--- src/rtl/mem_test_initiator.sv ---
// rtl/mem_test_initiator.sv - write/read-back memory pattern tester (optional MEMTEST_ERR_INJECT_EN)
module mem_test_initiator #(
  parameter int DATA_WIDTH = 32,
  parameter int ADDR_WIDTH = 16,
  parameter int RD_LATENCY = 1
) (
  input  logic                  clk,
  input  logic                  rst_n,
  input  logic                  start,
  input  logic [ADDR_WIDTH-1:0] base_addr,
  input  logic [ADDR_WIDTH:0]   num_words,
  input  logic [DATA_WIDTH-1:0] seed,
`ifdef MEMTEST_ERR_INJECT_EN
  input  logic                  inject_err,
`endif
  output logic                  busy,
  output logic                  done,
  output logic                  pass,
  output logic [ADDR_WIDTH:0]   err_count,
  output logic [ADDR_WIDTH-1:0] first_err_addr,
  output logic                  mem_rd_wr_valid,
  output logic                  mem_rd_wr,
  output logic [ADDR_WIDTH-1:0] mem_addr,
  output logic [DATA_WIDTH-1:0] mem_wr_data,
  input  logic [DATA_WIDTH-1:0] mem_rd_data
);

  typedef enum logic [2:0] {
    S_IDLE,
    S_WRITE,
    S_READ,
    S_DRAIN,
    S_DONE
  } state_t;

  // Marks the oldest pipeline stage; DRAIN may finish once every younger stage is empty.
  localparam logic [RD_LATENCY-1:0] LAST_MASK = RD_LATENCY'(1) << (RD_LATENCY - 1);

  state_t                state_q, state_d;
  logic [ADDR_WIDTH-1:0] idx_q, idx_d;
  logic [ADDR_WIDTH-1:0] base_q;
  logic [ADDR_WIDTH:0]   num_q;
  logic [DATA_WIDTH-1:0] seed_q;
  logic                  pass_q;
  logic [ADDR_WIDTH:0]   err_q;
  logic [ADDR_WIDTH-1:0] first_err_q;

  logic [RD_LATENCY-1:0] pipe_vld_q;
  logic [DATA_WIDTH-1:0] pipe_exp_q  [RD_LATENCY];
  logic [ADDR_WIDTH-1:0] pipe_addr_q [RD_LATENCY];

  logic                  accept;
  logic                  idx_last;
  logic                  push;
  logic [ADDR_WIDTH-1:0] req_addr;
  logic [DATA_WIDTH-1:0] pattern;
  logic [DATA_WIDTH-1:0] wr_pattern;
  logic                  cmp_vld;
  logic                  mismatch;

  assign accept   = (state_q == S_IDLE) && start;
  assign idx_last = ({1'b0, idx_q} == (num_q - (ADDR_WIDTH + 1)'(1)));
  assign req_addr = base_q + idx_q;
  assign pattern  = seed_q + DATA_WIDTH'(idx_q);
  assign cmp_vld  = pipe_vld_q[RD_LATENCY-1];
  assign mismatch = (mem_rd_data != pipe_exp_q[RD_LATENCY-1]);

`ifdef MEMTEST_ERR_INJECT_EN
  logic inj_q;

  // Capture the inject request alongside the run parameters.
  always_ff @(posedge clk) begin
    if (!rst_n) begin
      inj_q <= 1'b0;
    end else if (accept) begin
      inj_q <= inject_err;
    end
  end

  // Only the first write is corrupted; the expected value stays clean.
  assign wr_pattern = pattern ^ {{(DATA_WIDTH-1){1'b0}}, (inj_q && (idx_q == '0))};
`else
  assign wr_pattern = pattern;
`endif

  // State and index registers.
  always_ff @(posedge clk) begin
    if (!rst_n) begin
      state_q <= S_IDLE;
      idx_q   <= '0;
    end else begin
      state_q <= state_d;
      idx_q   <= idx_d;
    end
  end

  // Next-state logic and request outputs, decoded straight from the current state.
  always_comb begin
    state_d         = state_q;
    idx_d           = idx_q;
    busy            = 1'b0;
    done            = 1'b0;
    mem_rd_wr_valid = 1'b0;
    mem_rd_wr       = 1'b0;
    mem_addr        = '0;
    mem_wr_data     = '0;
    push            = 1'b0;
    case (state_q)
      S_IDLE: begin
        idx_d = '0;
        if (start) begin
          state_d = (num_words == '0) ? S_DONE : S_WRITE;
        end
      end
      S_WRITE: begin
        busy            = 1'b1;
        mem_rd_wr_valid = 1'b1;
        mem_rd_wr       = 1'b1;
        mem_addr        = req_addr;
        mem_wr_data     = wr_pattern;
        if (idx_last) begin
          state_d = S_READ;
          idx_d   = '0;
        end else begin
          idx_d = idx_q + 1'b1;
        end
      end
      S_READ: begin
        busy            = 1'b1;
        mem_rd_wr_valid = 1'b1;
        mem_addr        = req_addr;
        push            = 1'b1;
        if (idx_last) begin
          state_d = S_DRAIN;
          idx_d   = '0;
        end else begin
          idx_d = idx_q + 1'b1;
        end
      end
      S_DRAIN: begin
        busy = 1'b1;
        if ((pipe_vld_q & ~LAST_MASK) == '0) begin
          state_d = S_DONE;
        end
      end
      S_DONE: begin
        busy    = 1'b1;
        done    = 1'b1;
        state_d = S_IDLE;
      end
      default: begin
        state_d = S_IDLE;
      end
    endcase
  end

  // Latch run parameters when a start is accepted.
  always_ff @(posedge clk) begin
    if (!rst_n) begin
      base_q <= '0;
      num_q  <= '0;
      seed_q <= '0;
    end else if (accept) begin
      base_q <= base_addr;
      num_q  <= num_words;
      seed_q <= seed;
    end
  end

  // Expected-data pipeline aligning each read with its returning data.
  always_ff @(posedge clk) begin
    if (!rst_n) begin
      pipe_vld_q <= '0;
      for (int k = 0; k < RD_LATENCY; k++) begin
        pipe_exp_q[k]  <= '0;
        pipe_addr_q[k] <= '0;
      end
    end else begin
      pipe_vld_q[0]  <= push;
      pipe_exp_q[0]  <= pattern;
      pipe_addr_q[0] <= req_addr;
      for (int k = 1; k < RD_LATENCY; k++) begin
        pipe_vld_q[k]  <= pipe_vld_q[k-1];
        pipe_exp_q[k]  <= pipe_exp_q[k-1];
        pipe_addr_q[k] <= pipe_addr_q[k-1];
      end
    end
  end

  // Result tracking: cleared on a new run, updated whenever returned data mismatches.
  always_ff @(posedge clk) begin
    if (!rst_n) begin
      pass_q      <= 1'b1;
      err_q       <= '0;
      first_err_q <= '0;
    end else if (accept) begin
      pass_q      <= 1'b1;
      err_q       <= '0;
      first_err_q <= '0;
    end else if (cmp_vld && mismatch) begin
      pass_q <= 1'b0;
      if (err_q != '1) begin
        err_q <= err_q + 1'b1;
      end
      if (err_q == '0) begin
        first_err_q <= pipe_addr_q[RD_LATENCY-1];
      end
    end
  end

  assign pass           = pass_q;
  assign err_count      = err_q;
  assign first_err_addr = first_err_q;

endmodule

--- config.mk ---
export PLATFORM = sky130hd
export DESIGN_NAME = mem_test_initiator
export DESIGN_NICKNAME = d
export VERILOG_FILES = /design/src/rtl/mem_test_initiator.sv
export SDC_FILE = /design/constraint.sdc
export NUM_CORES = 1
export LEC_CHECK = 0
export ABC_AREA = 1
export CORE_ASPECT_RATIO = 0.6
export CORE_MARGIN = 1.5
export CORE_UTILIZATION = 42
export CTS_CLUSTER_SIZE = 20
export DETAILED_ROUTE_END_ITERATION = 6
export HOLD_SLACK_MARGIN = 0.15
export PLACE_DENSITY = 0.79
export SLEW_MARGIN = 10
export SYNTH_ARGS = -nofsm -noshare
export SYNTH_HDL_FRONTEND = slang
export SYNTH_SLANG_ARGS = --single-unit
--- constraint.sdc ---
create_clock -name clk -period 2.31 [get_ports clk]
set_input_delay 0.231 -clock clk [delete_from_list [all_inputs] [get_ports clk]]
set_output_delay 0.231 -clock clk [all_outputs]
set_load 0.01 [all_outputs]
==> run_results.csv, run 1 <==
group,metric,value,unit
outcome,status,"complete, but fails checks",
outcome,violations,"DRC, setup timing",
logic_synthesis,synth_cells,1304,
worst_hold_path,min-delay-start,"base_addr[9]",
logic_synthesis,synth_common_cells,"nand2_1 (239), nor2_1 (197), dfxtp_1 (167)",
finish,fin_cells,1949,
finish,final_util,0.6722,
logic_synthesis,async_flop_share,0,
finish,design_area,14240,um2
logic_synthesis,ys_ff_latch,167,
power,vdd_drop_max,0.7556,mV
sta,slew_viol_final,0,
sta,worst_slack,-605.3,ps
logic_synthesis,yosysSeqAreaShare,0.3656,
route,drt_pass1_iterations,7,
logic_synthesis,synth_area_leaders,"dfxtp_1 (37%), nand2_1 (9.8%), nor2_1 (8.1%)",
worst_setup_path,timing.rr.start,"idx_q[13]",
worst_setup_path,crit_fanout,3,
sta,relSlewSlack,0.5295,
grt,overflow,0,
placed_design,io_buffers,185,
logic_synthesis,netlist.area_leader.share,0.3656,
power,powerDensity,812.4,nW/um2
grt,grt_usage,0.2759,
power,p_switching,4.510,mW
placed_design,postPlaceCellArea,12190,um2
cts,clk_pin_slew,70,ps
cts,clock_path_buffers,2,
grt,grt_pass1_wl,49.11,mm
worst_setup_path,cp.required,2080,ps
route,post_drt_wl_per_cell,16.77,um
finish,drive_above_1_share,0.2760,
sta,worst_slew_pin_slew,705.0,ps
route,final_antenna_net_count,0,
cts,htree_num_levels,4,
logic_synthesis,avgSynthCellArea,7.012,um2
sta,fin_setup_tns,-13600,ps
floorplan,core,21190,um2
sta,min_period,2915,ps
route,via_per_inst,5.318,
sta,rsz0062_at_grt,"true",
placed_design,dp.cells,1856,
route,drtIter0Drc,828,
flow_run,maxCapViolCount,0,
floorplan,fp.dieW,193.5,um
logic_synthesis,synth_warnings,0,
power,switching_share,0.3898,
cts,clk_latency,440,ps
logic_synthesis,synth_cell_type_count,43,
worst_setup_path,start_kind,"register",
logic_synthesis,synth_nets,1442,
worst_setup_path,end_kind,"output pin",
finish,area_growth,55.75,%
route,wl,32.68,mm
cts,clockRootBuffer,"clkbuf_16",
cts,ctsHoldBuffers,0,
route,vias,10360,
sta,hold_violations,0,
placed_design,place.gp.congestion,0.9255,
route,drc,14,
logic_synthesis,syn_area,9144,um2
grt,grt_start_max_net_pins,96,
power,p_int,7.059,mW
worst_setup_path,crit_start,"idx_q[13]",
floorplan,die_area,22690,um2
sta,setup_viol,45,
logic_synthesis,synth_edf_count,0,
finish,antenna_cells,0,
finish,fin_nets,1795,
floorplan,fp.dieH,117.3,um
cts,cts.sinks,167,
worst_hold_path,min_path_type,"input port to register",
floorplan,io_pins,186,
cts,tritoncts,"done",
logic_synthesis,yosysMostFrequentCell,"nand2_1",
logic_synthesis,synth_area_leader_cell,"dfxtp_1",
worst_setup_path,crit_arrival,2680,ps
power,power_frac_clock,0.264,
sta,fin_crit_sh,1.262,
sta,fin_skew,10.11,ps
floorplan,initial_core_util,0.4316,
placed_design,place_ws,-549.4,ps
power,pwr-share-comb,0.415,
sta,max_freq,343.0,MHz
floorplan,rows,41,
worst_setup_path,path_class,"register to output pin",
placed_design,dp_hpwl,22.72,mm
power,cellLeakagePower,5.743,nW
logic_synthesis,synth_flop_cell,"dfxtp_1",
grt,grt_pass1_vias,9495,
power,power_frac_seq,0.321,
cts,numCtsBuffers,17,
grt,antenna_found_initial,0,
## stage by stage
stage                     power, mW  hold WS (ps)
after floorplan               6.244         396.0
after global placement        7.835         432.2
after detailed placement      7.941         436.4
after CTS                     11.26         361.3
after global routing          12.19         368.5
final                         11.57         373.7
## layer usage
layer | track usage | share of wire | up-vias
met5 | 0 | 0 | -
met4 | 0.07979 | 0.017 | 0
met3 | 0.08395 | 0.10 | 53
met2 | 0.4350 | 0.44 | 508
met1 | 0.3678 | 0.44 | 4828
li1 | - | - | 4975
## what timing repair did
item,4_1_cts,5_1_grt
endpoints found under the setup margin,52,74
resized for setup,327,83
cloned,0,1
buffers inserted,51,20
pin swaps,54,49
## placed cells by master, fill, tap and decap left out, types with 5 or more instances in the layout
| master | Yosys | routed |
|---|---|---|
| a21o_1 | 5 | 5 |
| a21oi_1 | 141 | 122 |
| a21oi_2 | 1 | 13 |
| a21oi_4 | 0 | 7 |
| buf_2 | 12 | 41 |
| buf_4 | 0 | 168 |
| buf_6 | 1 | 26 |
| clkbuf_16 | 0 | 17 |
| clkdlybuf4s50_1 | 0 | 135 |
| dfxtp_1 | 167 | 148 |
| dfxtp_2 | 0 | 16 |
| dlygate4sd2_1 | 0 | 6 |
| ha_1 | 36 | 12 |
| ha_4 | 0 | 24 |
| inv_1 | 98 | 94 |
| inv_2 | 10 | 14 |
| inv_6 | 0 | 7 |
| nand2_1 | 239 | 219 |
| nand2_2 | 4 | 23 |
| nand3_1 | 97 | 89 |
| nand3_2 | 2 | 7 |
| nand4_1 | 16 | 16 |
| nor2_1 | 197 | 184 |
| nor2_2 | 6 | 11 |
| nor2_4 | 2 | 10 |
| nor3_1 | 17 | 15 |
| nor4_1 | 14 | 13 |
| o21ai_0 | 74 | 65 |
| o21ai_1 | 9 | 12 |
| o21ai_2 | 2 | 5 |
| xnor2_1 | 55 | 40 |
| xnor2_2 | 0 | 9 |
| xnor2_4 | 0 | 6 |
| xor2_1 | 37 | 19 |
| xor2_2 | 0 | 14 |
## cells by family (layout without fill, tap and decap cells)
logic type | Yosys count | in the layout | share of synthesized area
compound gates | 240 | 240 | 0.1362
simple gates | 611 | 612 | 0.2900
fa+ha+maj | 38 | 38 | 0.05364
xor+xnor | 92 | 92 | 0.08812
buf+inv | 156 | 521 | 0.06650
flops | 167 | 167 | 0.3656
## flip-flops by register name, summed over array words and instances (netlist names), 16 cells and up
signal and cells:
err_count 17, first_err_addr 16, num_q 17, idx_q 16, seed_q 32, pipe_addr_q 16, pipe_exp_q 32, base_q 16
## power groups by stage
stage,Clock (mW),Combinational (mW),Sequential (mW)
6_report,3.05,4.80,3.72
5_1_grt,3.19,5.23,3.76
4_1_cts,3.06,4.51,3.68
3_5_place_dp,0,4.23,3.71
3_3_place_gp,0,4.14,3.69
2_1_floorplan,0,2.59,3.66
## path summary, 6_finish.rpt
path	slack, ps	endpoint	cells after the start
worst min-delay path	370	base_q[9]	3
worst max register to register	-360	pipe_exp_q[0][30]	16
worst max-delay path	-610	mem_wr_data[30]	12
worst min register to register	450	pass	2
## worst max-delay path: stages, from the launching register on
cell and delay, ps:
dfxtp_1 330, ha_1 320, a21oi_1 300, o21ai_0 150, a21oi_1 210, nand2_2 120
a21oi_4 160, buf_6 120, nor2_4 40, nand2_1 80, xor2_1 200, nor2_1 60
buf_2 150
## cell type report
class	count	area [um2]
Clock inverter	15	190.2
Fill cell	1649	6945
Clock buffer	17	425.4
Multi-Input combinational cell	982	6266
Sequential cell	167	3374
Timing Repair Buffer	380	3227
Inverter	109	409.1
Tap cell	279	349.1
No activity file was read; power rests on OpenSTA's default activity.
==> inputs of run 2 (changes only) <==
CORE_MARGIN = not set   (was 1.5)
PLACE_DENSITY = 0.76   (was 0.79)
clock period = 3 ns   (was 2.31 ns; I/O delays follow)
==> run 2 against run 1 <==
Net effect: the flow still finishes with violations (DRC, setup timing); critical path depth stayed put; hold slack gained 67 ps; combinational power shrank 33%; critical endpoint is now mem_wr_data[29]; highest routed layer unchanged.
==> run_results.csv, run 2 (synthesis results as in run 1) <==
group,metric,value,unit
route,drc,59,
sta,hold_violations,0,
placed_design,dp_hpwl,21.74,mm
power,p_switching,3.220,mW
sta,setup_viol,1,
worst_setup_path,timing.rr.start,"idx_q[2]",
floorplan,core,21190,um2
power,powerDensity,650.0,nW/um2
worst_setup_path,start_kind,"register",
placed_design,io_buffers,185,
sta,rsz0062_at_grt,"true",
sta,fin_crit_sh,1.024,
sta,max_freq,325.6,MHz
route,final_antenna_net_count,0,
cts,numCtsBuffers,17,
floorplan,die_area,22380,um2
outcome,status,"complete, but fails checks",
power,power,8.329,mW
finish,final_cell_mix,"nand2_1 (229), nor2_1 (192), dfxtp_1 (159), clkdlybuf4s50_1 (153), a21oi_1 (121)",
cts,htree_num_levels,4,
grt,grt_pass1_vias,8801,
finish,fillers,1883,
power,cellLeakagePower,5.139,nW
cts,tritoncts,"done",
cts,clk_pin_slew,70,ps
grt,grt_pass1_wl,46.09,mm
worst_hold_path,holdPathStages,3,
floorplan,io_pins,186,
worst_setup_path,end_kind,"output pin",
finish,final_common_cell,"nand2_1",
flow_run,maxCapViolCount,0,
placed_design,postPlaceCellArea,11450,um2
power,power_frac_clock,0.270,
cts,clockRootBuffer,"clkbuf_16",
floorplan,fp.dieW,192.5,um
floorplan,rows,41,
worst_setup_path,r2r_cells,15,
finish,final_util,0.6048,
worst_setup_path,crit_arrival,2770,ps
cts,clk_latency,440,ps
route,wl,30.41,mm
finish,design_area,12810,um2
sta,worst_slack,-71.31,ps
grt,overflow,0,
power,vdd_drop_max,0.4829,mV
sta,slew_viol_final,0,
power,p_int,5.109,mW
floorplan,initial_core_util,0.4316,
worst_setup_path,cp.required,2700,ps
worst_setup_path,path_class,"register to output pin",
finish,area_growth,40.13,%
cts,clock_path_buffers,2,
sta,relSlewSlack,0.3746,
route,via_per_inst,5.370,
power,switching_share,0.3866,
route,vias,9774,
worst_setup_path,endpoint,"mem_wr_data[29]",
route,post_drt_wl_per_cell,16.71,um
finish,drive_above_1_share,0.1532,
grt,antenna_found_initial,1,
worst_setup_path,r2r_setup_slack,410,ps
worst_setup_path,crit_fanout,4,
sta,min_period,3071,ps
grt,grt_start_max_net_pins,96,
finish,top_regs,"pipe_exp_q (32), seed_q (32)",
power,power_frac_seq,0.343,
grt,grt_usage,0.2660,
sta,worst_slew_pin_slew,938.1,ps
cts,cts.sinks,167,
placed_design,place.gp.congestion,0.9779,
sta,fin_skew,7.579,ps
floorplan,fp.dieH,116.3,um
outcome,violations,"DRC, setup timing",
power,pwr-share-comb,0.387,
route,drt_pass1_iterations,7,
sta,fin_setup_tns,-71.31,ps
worst_hold_path,min_path_type,"input port to register",
finish,fin_nets,1665,
route,drtIter0Drc,946,
worst_setup_path,r2r-end,"pipe_exp_q[0][17]",
finish,fin_cells,1820,
worst_setup_path,crit_start,"idx_q[2]",
placed_design,dp.cells,1759,
[run 2: power by group through the flow]
stage | Sequential, mW | Clock (mW) | Combinational (mW)
6_report | 2.85 | 2.25 | 3.23
5_1_grt | 2.89 | 2.37 | 3.54
4_1_cts | 2.82 | 2.27 | 3.10
3_5_place_dp | 2.86 | 0 | 3.03
3_3_place_gp | 2.85 | 0 | 2.97
2_1_floorplan | 2.81 | 0 | 1.99
[run 2: critical path, cell delays in order (launching register included)]
cell and delay (ps):
dfxtp_4 370, ha_4 260, a21oi_1 150, nand2_2 120
a21oi_4 230, o21ai_2 110, a21oi_2 240, nor2_4 80
buf_4 130, nand2_1 100, xor2_1 190, nor2_1 60
dlygate4sd2_1 310
[run 2: metal layers]
| metal | GRT usage | part of all wire |
|---|---|---|
| met1 | 0.3719 | 0.45 |
| met2 | 0.3993 | 0.42 |
| met3 | 0.07873 | 0.11 |
| met4 | 0.06667 | 0.014 |
| met5 | 0 | 0 |
[run 2: how the worst min path moves through the flow]
stage | endpoint | start
finish | seed_q[28] | seed[28]
CTS | seed_q[28] | seed[28]
global placement | first_err_addr[10] | first_err_addr[10]
detailed placement | first_err_addr[1] | first_err_addr[1]
global route | seed_q[28] | seed[28]
floorplan | first_err_addr[15] | pipe_addr_q[0][15]
[run 2: repair_timing]
item | in CTS | in global routing
pin swaps | 13 | 25
setup endpoints to repair | 32 | 31
cloned | 0 | 0
setup buffers | 16 | 12
resized for setup | 92 | 88
hold buffers | 0 | 0
[run 2: cell type report]
| type | count | area, um2 | share of cell area |
|---|---|---|---|
| Multi-Input combinational cell | 981 | 5764 | 0.4499 |
| Sequential cell | 167 | 3358 | 0.2621 |
| Antenna cell | 1 | 2.502 | 0.0001953 |
| Clock buffer | 22 | 484.2 | 0.03779 |
| Tap cell | 279 | 349.1 | 0.02724 |
| Timing Repair Buffer | 251 | 2326 | 0.1815 |
| Inverter | 109 | 409.1 | 0.03193 |
| Clock inverter | 10 | 120.1 | 0.009374 |
[run 2: per-stage QoR]
stage | hold WS [ps] | setup slack [ps]
floorplan | 430.6 | 691.0
global placement | 437.7 | 75.97
detailed placement | 436.9 | -24.78
CTS | 425.0 | -44.66
global route | 440.6 | -165.2
finish | 440.6 | -71.31
==> inputs of run 3 (changes only) <==
CORE_UTILIZATION = 45   (was 42)
PLACE_DENSITY = 0.8   (was 0.76)
==> run 3 against run 2 <==
Net effect: the flow now finishes without violations; die area fell by 6.6%; setup slack improved by 72 ps; combinational power barely moved; via count fell by 0.57%; total power rose by 2.2%; critical path type unchanged; largest power group unchanged.
==> run_results.csv, run 3 (synthesis results as in run 1) <==
group,metric,value,unit
route,wl,30.53,mm
grt,overflow,0,
grt,grt_pass1_wl,46.67,mm
worst_setup_path,slowest_stage,"fa_2",
worst_setup_path,crit_arrival,2700,ps
finish,top_regs,"pipe_exp_q (32), seed_q (32)",
grt,antenna_found_initial,0,
finish,drive_above_1_share,0.1521,
power,cellLeakagePower,5.058,nW
route,drt_pass1_iterations,7,
worst_setup_path,r2r_setup_slack,340,ps
floorplan,io_pins,186,
cts,clk_latency,440,ps
cts,htree_num_levels,4,
outcome,status,"complete, no violations",
floorplan,fp.dieH,112.4,um
worst_hold_path,holdPathEnd,"base_q[9]",
floorplan,die_area,20910,um2
grt,gr-usage-met3,0.06879,
cts,numCtsBuffers,17,
sta,setup_viol,0,
worst_setup_path,r2r_cells,15,
sta,slew_viol_final,0,
placed_design,place.gp.congestion,0.9654,
sta,worst_slew_pin_slew,897.9,ps
worst_setup_path,crit_chain,"buf_6 -> ha_2 -> inv_2 -> fa_2 -> o21ai_2 -> nand3_1 -> nand2_2 -> nand3_2 -> nand3_2 -> nand2_2 -> o21ai_2 -> xor2_2 -> nor2_1 -> buf_2",
worst_setup_path,start_kind,"register",
placed_design,dp_hpwl,22.10,mm
grt,grt_usage,0.2871,
worst_setup_path,path_delay_family,"adder cells",
worst_setup_path,slowest_delay,400,ps
sta,max_freq,333.4,MHz
finish,area_growth,39.22,%
route,post_drt_wl_per_cell,16.92,um
worst_hold_path,min-delay-start,"base_addr[9]",
route,drc,0,
power,powerDensity,668.7,nW/um2
route,via_per_inst,5.387,
finish,design_area,12730,um2
grt,met2_usage,0.4289,
floorplan,fp.dieW,186.0,um
finish,antenna_cells,0,
cts,tritoncts,"done",
finish,final_util,0.6538,
cts,cts.sinks,167,
grt,grt_pass1_vias,9089,
flow_run,maxCapViolCount,0,
finish,final_common_cell,"nand2_1",
sta,min_period,3000,ps
grt,grt_start_max_net_pins,96,
sta,rsz0062_at_grt,"true",
cts,clk_pin_slew,70,ps
finish,fin_nets,1663,
floorplan,initial_core_util,0.4696,
worst_setup_path,end_kind,"output pin",
grt,met1_usage,0.4120,
finish,fillers,1613,
cts,ctsHoldBuffers,0,
power,power,8.512,mW
sta,hold_violations,0,
finish,final_cell_mix,"nand2_1 (227), nor2_1 (193), dfxtp_1 (161), clkdlybuf4s50_1 (152), a21oi_1 (125)",
route,final_antenna_net_count,0,
cts,clockRootBuffer,"clkbuf_16",
sta,fin_skew,14.44,ps
worst_setup_path,r2r-end,"pipe_addr_q[0][13]",
cts,clock_path_buffers,2,
power,vdd_drop_max,0.4705,mV
worst_setup_path,cp.required,2700,ps
placed_design,postPlaceCellArea,11460,um2
floorplan,core,19470,um2
grt,busiest_layer,"met2",
sta,relSlewSlack,0.4014,
route,drtIter0Drc,977,
floorplan,rows,39,
worst_setup_path,worstPathBufferInverterCount,3,
route,vias,9718,
worst_hold_path,min_path_type,"input port to register",
worst_setup_path,timing.rr.start,"idx_q[8]",
worst_hold_path,holdPathStages,3,
worst_setup_path,crit_fanout,4,
placed_design,io_buffers,185,
worst_setup_path,path_class,"register to output pin",
sta,fin_crit_sh,0.9999,
## run 3: cell types whose count changed in the layout (fill, tap and decap cells not counted), moves of 4 or more
cell	previous run	this run
dlymetal6s2s_1	9	3
dlygate4sd2_1	11	16
inv_6	0	6
xor2_2	10	14
clkinv_4	4	0
a21oi_1	121	125
## run 3: worst max path at each step
stage | from | to | slack, ps | cells past startpoint
final | idx_q[0] | mem_addr[12] | 0.2 | 14
after global routing | idx_q[0] | mem_addr[12] | -120 | 14
after CTS | idx_q[0] | mem_addr[12] | -130 | 14
after detailed placement | idx_q[0] | mem_wr_data[22] | 0.6 | 13
after global placement | idx_q[0] | mem_wr_data[30] | 20 | 14
after floorplan | idx_q[1] | mem_addr[12] | 690 | 11
## run 3: metal layers
metal / up-vias / part of all wire / routed length, um
met5: - / 0 / 0
met1: 4491 / 0.46 / 14180
met2: 477 / 0.42 / 12910
met4: 0 / 0.015 / 451
met3: 47 / 0.098 / 2979
li1: 4703 / - / -
## run 3: tightest hold or removal path, stage by stage
cell             delay, ps
clkdlybuf4s50_1        390
nand3_1                 80
a21oi_1                 60
## run 3: final cells by class
type                            count  area [um2]  share of cell area
Multi-Input combinational cell    981        5710              0.4486
Sequential cell                   167        3351              0.2632
Timing Repair Buffer              249        2282              0.1793
Clock buffer                       18       439.2             0.03450
Inverter                          109       409.1             0.03214
Tap cell                          266       332.8             0.02615
Clock inverter                     14       205.2             0.01612
## run 3: power by group
| group | internal (mW) | switching (mW) |
|---|---|---|
| registers | 2.57 | 0.285 |
| logic | 1.23 | 2.03 |
| clock network | 1.38 | 1.03 |
## run 3: repair_timing
action / CTS / global route
buffers inserted: 13 / 10
pin swaps: 13 / 24
gates resized for setup: 96 / 77
setup endpoints to repair: 34 / 30
## run 3: per-stage QoR
step / cells / hold WS (ps) / setup TNS, ps / worst slack [ps]
finish: 1804 / 442.2 / 0 / 0.1941
global route: 1804 / 431.8 / -487.4 / -119.1
CTS: 1794 / 427.7 / -132.8 / -132.8
detailed placement: 1749 / 440.2 / 0 / 0.5758
global placement: 1749 / 438.0 / 0 / 19.08
floorplan: 1304 / 430.6 / 0 / 691.0
==> edit: new RTL, settings of run 2 <==
Add an input register stage for `seed`, without a reset; this delays it by one clock. The other inputs are not delayed to match.
--- a/src/rtl/mem_test_initiator.sv
+++ b/src/rtl/mem_test_initiator.sv
@@ -37,4 +37,10 @@
   localparam logic [RD_LATENCY-1:0] LAST_MASK = RD_LATENCY'(1) << (RD_LATENCY - 1);
 
+  logic [DATA_WIDTH-1:0] seed_r;
+
+  always_ff @(posedge clk) begin
+    seed_r <= seed;
+  end
+
   state_t                state_q, state_d;
   logic [ADDR_WIDTH-1:0] idx_q, idx_d;
@@ -164,5 +170,5 @@
       base_q <= base_addr;
       num_q  <= num_words;
-      seed_q <= seed;
+      seed_q <= seed_r;
     end
   end
Function: changed (a bounded check fails within 4 cycles, from zero or initial values and one cycle with rst_n low).
==> edit against run 2 <==
  * Cell count grew 3.8%
  * Final area up 3.9%
  * Synthesized area grew 7.2%
  * Sequential cell count increased by 32
  * Wire length grew 2.8%
  * Worst setup slack improved by 0.11 ns
  * Power increased by 6.0%
  * Critical endpoint is now mem_wr_data[5]
  * Largest power group is now registers
  * Highest routed layer unchanged
==> edit: results (changes against run 2) <==
metric;value;unit;change
n_antenna_cell;0;;-1
worst_r2r_path_depth;18;;+3
cp.arrival;2.66;ns;-0.11 ns
first_pass_iters;5;;-2
holdPathStages;1;;-2
reg_top3;pipe_exp_q x32, seed_q x32, seed_r x32;;
critical_path.slowest_cell;clkdlybuf4s50_1;;
clk_latency;0.45;ns;
cts_buffers;17;;unchanged
ir_drop;0.538;mV;+11%
worst_path_largest_cell_delay;0.58;ns;+0.21 ns
grt_pass1_vias;8832;;+0.35%
hold_class;primary input to register;;
drt-vias-per-instance;5.16;;-3.9%
clkTransAtPathRegs;0.08;ns;
startpoint;idx_q[2];;
h-tree-depth;4;;unchanged
grt_pass1_wl;46400;um;+0.73%
p_leak;5.30;nW;+3.1%
skew;0.00860;ns;+0.00102 ns
gp_congestion;0.954;;-2.4%
cp_max_fo;5;;+1
io_buffers;185;;unchanged
ff2ff_setup_slack;0.28;ns;-0.13 ns
hold_start;seed[9];;
drive_above_1_share;14.5;%;-0.85 points
yosys_warnings;0;;unchanged
grt_max_degree;94;;-2.1%
r2r-start;idx_q[0];;
grt_use_total;25.2;%;-1.4 points
root_buffer;clkbuf_16;;
tightest_slew;0.983;ns;+0.0449 ns
cts_buffer_depth;2;;unchanged
outcome;finished clean;;
dp_hpwl;22900;um;+5.3%
finalSetupViolations;0;;-1
synthArstFlopShare;0;%;unchanged
synth_top_cells_by_count;nand2_1, dfxtp_1, nor2_1;;
first_iter_violations;820;;-13%
grt_antenna_before_repair;0;;-1
synth_fp_nets;1492;;+3.5%
final_nets;1707;;+2.5%
synth-main-ff-cell;dfxtp_1;;
synth_area_leaders;dfxtp_1, nand2_1, a21oi_1;;
wl_per_cell;16.5;um;-1.0%
ys_seq_area_share;40.6;%;+4.1 points
yosysUniqueCellTypes;41;;-4.7%
edit: cell count changes after synthesis, moves of 6 or more:
| cell | before | now |
|---|---|---|
| nor2_2 | 6 | 13 |
| xnor2_1 | 55 | 47 |
| inv_2 | 10 | 4 |
| dfxtp_1 | 167 | 199 |
| nand2_1 | 239 | 245 |
| inv_1 | 98 | 125 |
| nor2_1 | 197 | 189 |
edit: what timing repair did:
item,4_1_cts,5_1_grt
setup buffers,16,13
gates cloned,0,0
setup endpoints to repair,38,37
pin swaps,14,20
gates resized for setup,86,76
edit: layer usage:
metal	up-vias	GRT usage [%]	wire length, um
met3	46	5.86	2710
met1	4529	37.5	15100
li1	4820	-	-
met2	355	36.1	12900
met4	0	6.49	487
met5	-	0	0
edit: cell type report:
cell class	count	area, um2
multi-input cells	979	5590
repair buffers	242	2250
inverters	130	492
flip-flops and latches	199	4010
clock inverters	14	151
well taps	308	385
clock buffers	18	439
fillers	2037	9130
edit: path summary, 6_finish.rpt:
| check | endpoint |
|---|---|
| hold reg to reg | first_err_addr[14] |
| setup / recovery | mem_wr_data[5] |
| setup reg to reg | pipe_addr_q[0][12] |
| hold / removal | seed_r[9] |
edit: metrics by stage:
stage          cells  area [um2]  setup slack, ns  hold slack, ns
2_1_floorplan   1354        9800            0.655           0.328
3_3_place_gp    1829       12100          -0.0126           0.434
3_5_place_dp    1829       12100          -0.0996           0.437
4_1_cts         1877       13000          -0.0530           0.278
5_1_grt         1890       13300           -0.101           0.277
6_report        1890       13300           0.0377           0.287
edit: kinds of logic (layout without fill, tap and decap cells):
kind of cell / after synthesis / after routing / synth area share, %
AND/OR/NAND/NOR: 612 / 612 / 26.9
AO/OA/AOI/OAI: 246 / 246 / 13.0
flip-flops: 199 / 199 / 40.6
buffers and inverters: 176 / 404 / 7.00
XOR/XNOR: 83 / 83 / 7.42
adder cells (fa/ha/maj): 38 / 38 / 5.00
edit: critical path, delay by kind of cell (launching register included):
| kind | cells | cell delay (ns) |
|---|---|---|
| adders and majority gates | 1 | 0.26 |
| AOI/OAI and AO/OA | 2 | 0.33 |
| xor gates and xnor gates | 1 | 0.08 |
| buffers and inverters | 3 | 0.84 |
| DFF | 1 | 0.39 |
| and+or+nand+nor | 2 | 0.30 |
edit: power breakdown:
group | switching (mW) | internal (mW) | leakage, nW
registers | 0.292 | 3.01 | 1.64
logic | 1.98 | 1.21 | 3.37
clock network | 1.19 | 1.14 | 0.287
total | 3.46 | 5.37 | 5.30
